===== src/rtl/oneapi_avalon_to_axi_gasket.sv =====
// Avalon-ST video sink to AXI4-Stream master gasket with a 2-entry skid buffer.
// Define GASKET_LINE_CHECK_EN to compile in the line-length checker driving coe_line_err.
module oneapi_avalon_to_axi_gasket #(
  parameter int PARALLEL_PIXELS      = 1,
  parameter int CHANNELS             = 3,
  parameter int BITS_PER_CHANNEL_AV  = 8,
  parameter int BITS_PER_PIXEL_AV    = 24,
  parameter int BITS_AV              = 24,
  parameter int BITS_PER_CHANNEL_AXI = 8,
  parameter int BITS_PER_PIXEL_AXI   = 24,
  parameter int BITS_AXI             = 24,
  parameter int EMPTY_BITS           = 2,
  parameter int TUSER_BITS           = 3,
  parameter int LINE_BEATS           = 1920,
  parameter logic [BITS_PER_CHANNEL_AXI-1:0] MASK_OUT = 'hff
) (
  input  logic                  csi_clk,
  input  logic                  rsi_reset,
  output logic                  asi_ready,
  input  logic                  asi_valid,
  input  logic [BITS_AV-1:0]    asi_data,
  input  logic                  asi_startofpacket,
  input  logic                  asi_endofpacket,
  input  logic [EMPTY_BITS-1:0] asi_empty,
  input  logic                  axm_tready,
  output logic                  axm_tvalid,
  output logic [BITS_AXI-1:0]   axm_tdata,
  output logic                  axm_tlast,
  output logic [TUSER_BITS-1:0] axm_tuser,
  output logic                  coe_line_err
);

  logic                out_valid, out_valid_n;
  logic [BITS_AXI-1:0] out_data, out_data_n;
  logic                out_sop, out_sop_n;
  logic                out_eop, out_eop_n;
  logic                skid_valid, skid_valid_n;
  logic [BITS_AXI-1:0] skid_data, skid_data_n;
  logic                skid_sop, skid_sop_n;
  logic                skid_eop, skid_eop_n;
  logic                ready_q;
  logic                accept;
  logic [BITS_AXI-1:0] mapped;

  assign accept = asi_valid && ready_q;

  // Remap is done on entry so the buffers hold AXI-formatted data only.
  always_comb begin
    logic [BITS_PER_CHANNEL_AXI-1:0] chan;
    mapped = '0;
    chan   = '0;
    for (int p = 0; p < PARALLEL_PIXELS; p++) begin
      for (int c = 0; c < CHANNELS; c++) begin
        chan = '0;
        chan[BITS_PER_CHANNEL_AV-1:0] =
          asi_data[p*BITS_PER_PIXEL_AV + c*BITS_PER_CHANNEL_AV +: BITS_PER_CHANNEL_AV];
        mapped[p*BITS_PER_PIXEL_AXI + c*BITS_PER_CHANNEL_AXI +: BITS_PER_CHANNEL_AXI] =
          chan & MASK_OUT;
      end
    end
  end

  // Skid beat always has priority for the output slot so ordering is preserved.
  always_comb begin
    out_valid_n  = out_valid;
    out_data_n   = out_data;
    out_sop_n    = out_sop;
    out_eop_n    = out_eop;
    skid_valid_n = skid_valid;
    skid_data_n  = skid_data;
    skid_sop_n   = skid_sop;
    skid_eop_n   = skid_eop;
    if (!out_valid || axm_tready) begin
      if (skid_valid) begin
        out_valid_n  = 1'b1;
        out_data_n   = skid_data;
        out_sop_n    = skid_sop;
        out_eop_n    = skid_eop;
        skid_valid_n = 1'b0;
      end else if (accept) begin
        out_valid_n = 1'b1;
        out_data_n  = mapped;
        out_sop_n   = asi_startofpacket;
        out_eop_n   = asi_endofpacket;
      end else begin
        out_valid_n = 1'b0;
      end
    end else if (accept) begin
      skid_valid_n = 1'b1;
      skid_data_n  = mapped;
      skid_sop_n   = asi_startofpacket;
      skid_eop_n   = asi_endofpacket;
    end
  end

  always_ff @(posedge csi_clk) begin
    if (rsi_reset) begin
      out_valid  <= 1'b0;
      out_data   <= '0;
      out_sop    <= 1'b0;
      out_eop    <= 1'b0;
      skid_valid <= 1'b0;
      skid_data  <= '0;
      skid_sop   <= 1'b0;
      skid_eop   <= 1'b0;
      ready_q    <= 1'b0;
    end else begin
      out_valid  <= out_valid_n;
      out_data   <= out_data_n;
      out_sop    <= out_sop_n;
      out_eop    <= out_eop_n;
      skid_valid <= skid_valid_n;
      skid_data  <= skid_data_n;
      skid_sop   <= skid_sop_n;
      skid_eop   <= skid_eop_n;
      ready_q    <= !skid_valid_n;
    end
  end

  assign asi_ready  = ready_q;
  assign axm_tvalid = out_valid;
  assign axm_tdata  = out_data;
  assign axm_tlast  = out_eop;
  assign axm_tuser  = {{(TUSER_BITS-1){1'b0}}, out_sop};

`ifdef GASKET_LINE_CHECK_EN
  localparam int CNT_W = $clog2(LINE_BEATS + 2);

  logic [CNT_W-1:0] line_cnt;
  logic [CNT_W-1:0] cnt_inc;
  logic             line_err;

  // A sop beat always starts a fresh line, even if the previous one lacked eop.
  always_comb begin
    cnt_inc = (asi_startofpacket ? '0 : line_cnt) + CNT_W'(1);
  end

  always_ff @(posedge csi_clk) begin
    if (rsi_reset) begin
      line_cnt <= '0;
      line_err <= 1'b0;
    end else if (accept) begin
      if (asi_endofpacket) begin
        line_cnt <= '0;
        if (cnt_inc != CNT_W'(LINE_BEATS)) line_err <= 1'b1;
      end else if (cnt_inc >= CNT_W'(LINE_BEATS)) begin
        line_cnt <= CNT_W'(LINE_BEATS);
        line_err <= 1'b1;
      end else begin
        line_cnt <= cnt_inc;
      end
    end
  end

  assign coe_line_err = line_err;
`else
  assign coe_line_err = 1'b0;
`endif

endmodule


===== config.mk =====
export PLATFORM = sky130hd
export DESIGN_NAME = oneapi_avalon_to_axi_gasket
export DESIGN_NICKNAME = d
export VERILOG_FILES = /design/src/rtl/oneapi_avalon_to_axi_gasket.sv
export SDC_FILE = /design/constraint.sdc
export NUM_CORES = 1
export LEC_CHECK = 0
export BUFFER_PORTS_ARGS = -buffer_cell sky130_fd_sc_hd__clkbuf_2
export CAP_MARGIN = 20
export CORE_ASPECT_RATIO = 1.75
export CORE_MARGIN = 5
export CORE_UTILIZATION = 45
export CTS_BUF_LIST = sky130_fd_sc_hd__clkbuf_8 sky130_fd_sc_hd__clkbuf_16
export CTS_CLUSTER_DIAMETER = 80
export CTS_CLUSTER_SIZE = 8
export DETAILED_ROUTE_END_ITERATION = 7
export HOLD_SLACK_MARGIN = 0.1
export PLACE_DENSITY = 0.73
export SETUP_SLACK_MARGIN = 0.1
export SYNTH_ARGS = -nofsm -noshare
export SYNTH_HDL_FRONTEND = slang
export SYNTH_SLANG_ARGS = --single-unit

===== constraint.sdc =====
create_clock -name csi_clk -period 1.33 [get_ports csi_clk]
set_input_delay 0.133 -clock csi_clk [delete_from_list [all_inputs] [get_ports csi_clk]]
set_output_delay 0.133 -clock csi_clk [all_outputs]
set_load 0.05 [all_outputs]

==> results.md <==
- Max IR drop VDD: 0.000665 V
- Setup Viol. Count Final: 0
- Critical Path Sink Type: flip-flop
- CTS root buf: clkbuf_8
- Worst-path fanout max: 13
- Syn. warnings: 0
- MaxCap Viol Count: 0
- Combined area of the multi-input logic cells: 0.00110 mm^2
- Reg-to-reg setup timing slack: 0.16 ns
- Largest net degree at the start of global routing: 26
- Initial antenna violation count: 0
- Pre-CTS WS: 0.0377 ns
- Period utilization: 87.7%
- Mapped Area: 0.00234 mm^2
- Sequential area share after synthesis: 47.1%
- RR Endpoint: axm_tdata[12]
- Seq cells post-synth: 55
- Vias/cell: 5.26
- GRT Residual Overflow: 0
- DRT iter0 DRCs: 36
- DRC Markers: 0
- Crit path time final: 1.17 ns
- DR vias: 2009
- Worst Skew: 0.00958 ns
- Die span in x: 64.5 um
- TritonCTS clock tree: built
- Area growth syn-to-layout: 30.4%
- Final WS setup: 0.164 ns
- WHS Endpoint: asi_ready
- First-pass GRT wire length: 9650 um
- Avg Inst Size Synth: 9.40 um^2
- PortBufs: 57
- Die area: 0.00680 mm^2
- Final hold viol count: 0
- Reg area: 0.00111 mm^2
- Reg2reg start: skid_valid
- Min-Delay Path Depth: 4
- WP data required: 1.55 ns
- Count of cell types in the netlist: 18
- LEAKAGE: 1.14 nW
- Gpl congestion: 0.722
- # clock sinks: 55
- Skew-Pair Late Insertion Delay: 0.30 ns
- H-tree depth: 2
- Mapped Cells: 249
- Setup CP Type: flip-flop to flip-flop
- Clk buf depth: 2
- WHS: 0.222 ns
- Drt first pass iters: 4
- Core ar.: 0.00502 mm^2
- HP Start: asi_valid
- Post-CTS setup buffers: 0
- RSZ-0062 raised after global routing: true
- Layout cell share with drive strength beyond 1: 31.1%
- Initial Utilization: 46.6%
- Peak Freq: 857 MHz
- CTS Buf Count: 5
- Hold crit path type: input pin to flip-flop
- Critical Path Start Type: flip-flop
- Vias in the first global route: 2066
- Detail Placement HPWL: 3730 um
- Status: completed
- Critical path arrival: 1.38 ns
- Final WL: 5670 um
- Row cnt: 34
- # IOs: 63
- Detail Route Antenna Nets: 0
- Clk slew on worst S/H paths: 0.10 ns
- WL/cell: 14.8 um
- R2R depth: 3
- NumNets Final: 359
- Overall fraction of global-route tracks in use: 17.7%
- DIE HEIGHT: 105 um
- Power Dens Cells: 1090 mW/mm^2
- Antenna Cells: 0
- Filler cell count in the final layout: 462
- Final Max Slew Viols: 0
[layout by cell type (no fill, tap or decap)]
| cell type | count |
|---|---|
| a211oi_1 | 6 |
| a211oi_2 | 20 |
| a21o_4 | 1 |
| a21oi_1 | 54 |
| and2_4 | 2 |
| and4b_1 | 1 |
| buf_12 | 3 |
| buf_4 | 6 |
| buf_6 | 3 |
| clkbuf_2 | 57 |
| clkbuf_8 | 5 |
| clkinv_2 | 1 |
| clkinvlp_4 | 1 |
| conb_1 | 3 |
| dfxtp_1 | 52 |
| dfxtp_4 | 3 |
| dlygate4sd3_1 | 26 |
| inv_1 | 1 |
| mux2i_1 | 26 |
| nand2_1 | 52 |
| nand2b_1 | 1 |
| nand4b_1 | 1 |
| nor2_1 | 2 |
| nor3_1 | 1 |
[metal layers]
metal	routed length [um]	track usage, %	up-vias
met5	0	0	-
met4	116	7.11	0
met3	266	4.05	10
met2	2930	32.1	42
met1	2360	19.6	938
li1	-	-	1019
[critical path: stages (launching register included)]
cell and delay (ns):
dfxtp_4 0.39, a21o_4 0.21, and2_4 0.24, a211oi_1 0.24
[per-stage QoR]
step | setup TNS (ns) | util, % | power [mW] | instances | area (um^2)
floorplan | -0.171 | - | 2.26 | 251 | 2360
CTS | 0 | 60.4 | 3.36 | 382 | 3030
global placement | 0 | 53.3 | 2.41 | 347 | 2680
detailed placement | 0 | 53.3 | 2.42 | 347 | 2680
global route | 0 | 60.8 | 3.49 | 382 | 3050
finish | 0 | 60.8 | 3.33 | 382 | 3050
[power by group]
group / switching (mW) / leakage (nW) / internal (mW) / total (mW)
clock: 0.522 / 0.0453 / 0.362 / 0.884
sequential: 0.0388 / 0.451 / 1.71 / 1.75
combinational: 0.457 / 0.639 / 0.240 / 0.696
[synthesized netlist by cell type]
cell type	number	share of area, %
buf_4	4	1.3
mux2i_1	26	11
nand4b_1	1	0.37
conb_1	1	0.16
and4b_1	1	0.43
buf_2	5	1.1
nand2b_1	1	0.27
nor2_1	2	0.32
buf_6	5	2.4
nor3_1	1	0.21
a211oi_2	20	11
clkbuf_1	13	2.1
a211oi_1	6	1.9
and2_4	1	0.37
a21oi_1	54	12
nand2_1	52	8.3
dfxtp_1	55	47
a21o_1	1	0.32
[flip-flops by register name, indices dropped and copies added (netlist names)]
name,count
axm_tdata,24
out_sop,1
axm_tvalid,1
skid_eop,1
skid_data,24
asi_ready,1
skid_sop,1
axm_tlast,1
skid_valid,1
[worst max path at each step]
stage / startpoint / endpoint / cells past startpoint
6_report: skid_valid / axm_tdata[12] / 3
5_1_grt: axm_tvalid / axm_tdata[1] / 4
4_1_cts: skid_valid / axm_tdata[15] / 4
3_5_place_dp: skid_valid / axm_tdata[15] / 3
3_3_place_gp: skid_valid / axm_tdata[14] / 3
2_1_floorplan: skid_valid / axm_tdata[0] / 7
[repair_timing]
item	CTS	global route
hold buffers	26	0
resized for setup	1	5
endpoints found under the setup margin	26	19
gates cloned	1	0
endpoints found under the hold margin	26	0
[layout make-up]
| cell class | count | share of cell area (%) |
|---|---|---|
| clock inverters | 3 | 0.533 |
| clock buffers | 5 | 2.26 |
| flip-flops and latches | 55 | 36.4 |
| well taps | 54 | 2.21 |
| multi-input cells | 170 | 36.1 |
| repair buffers | 95 | 22.4 |
[kinds of logic after synthesis]
logic type / count (synthesis) / share of synthesized area, %
AO/OA/AOI/OAI: 81 / 24.5
AND/OR/NAND/NOR: 59 / 10.3
flip-flops: 55 / 47.1
buffers and inverters: 27 / 6.84
multiplexers: 26 / 11.1
other: 1 / 0.160
Note: power is estimated with default switching activity, not from simulation.
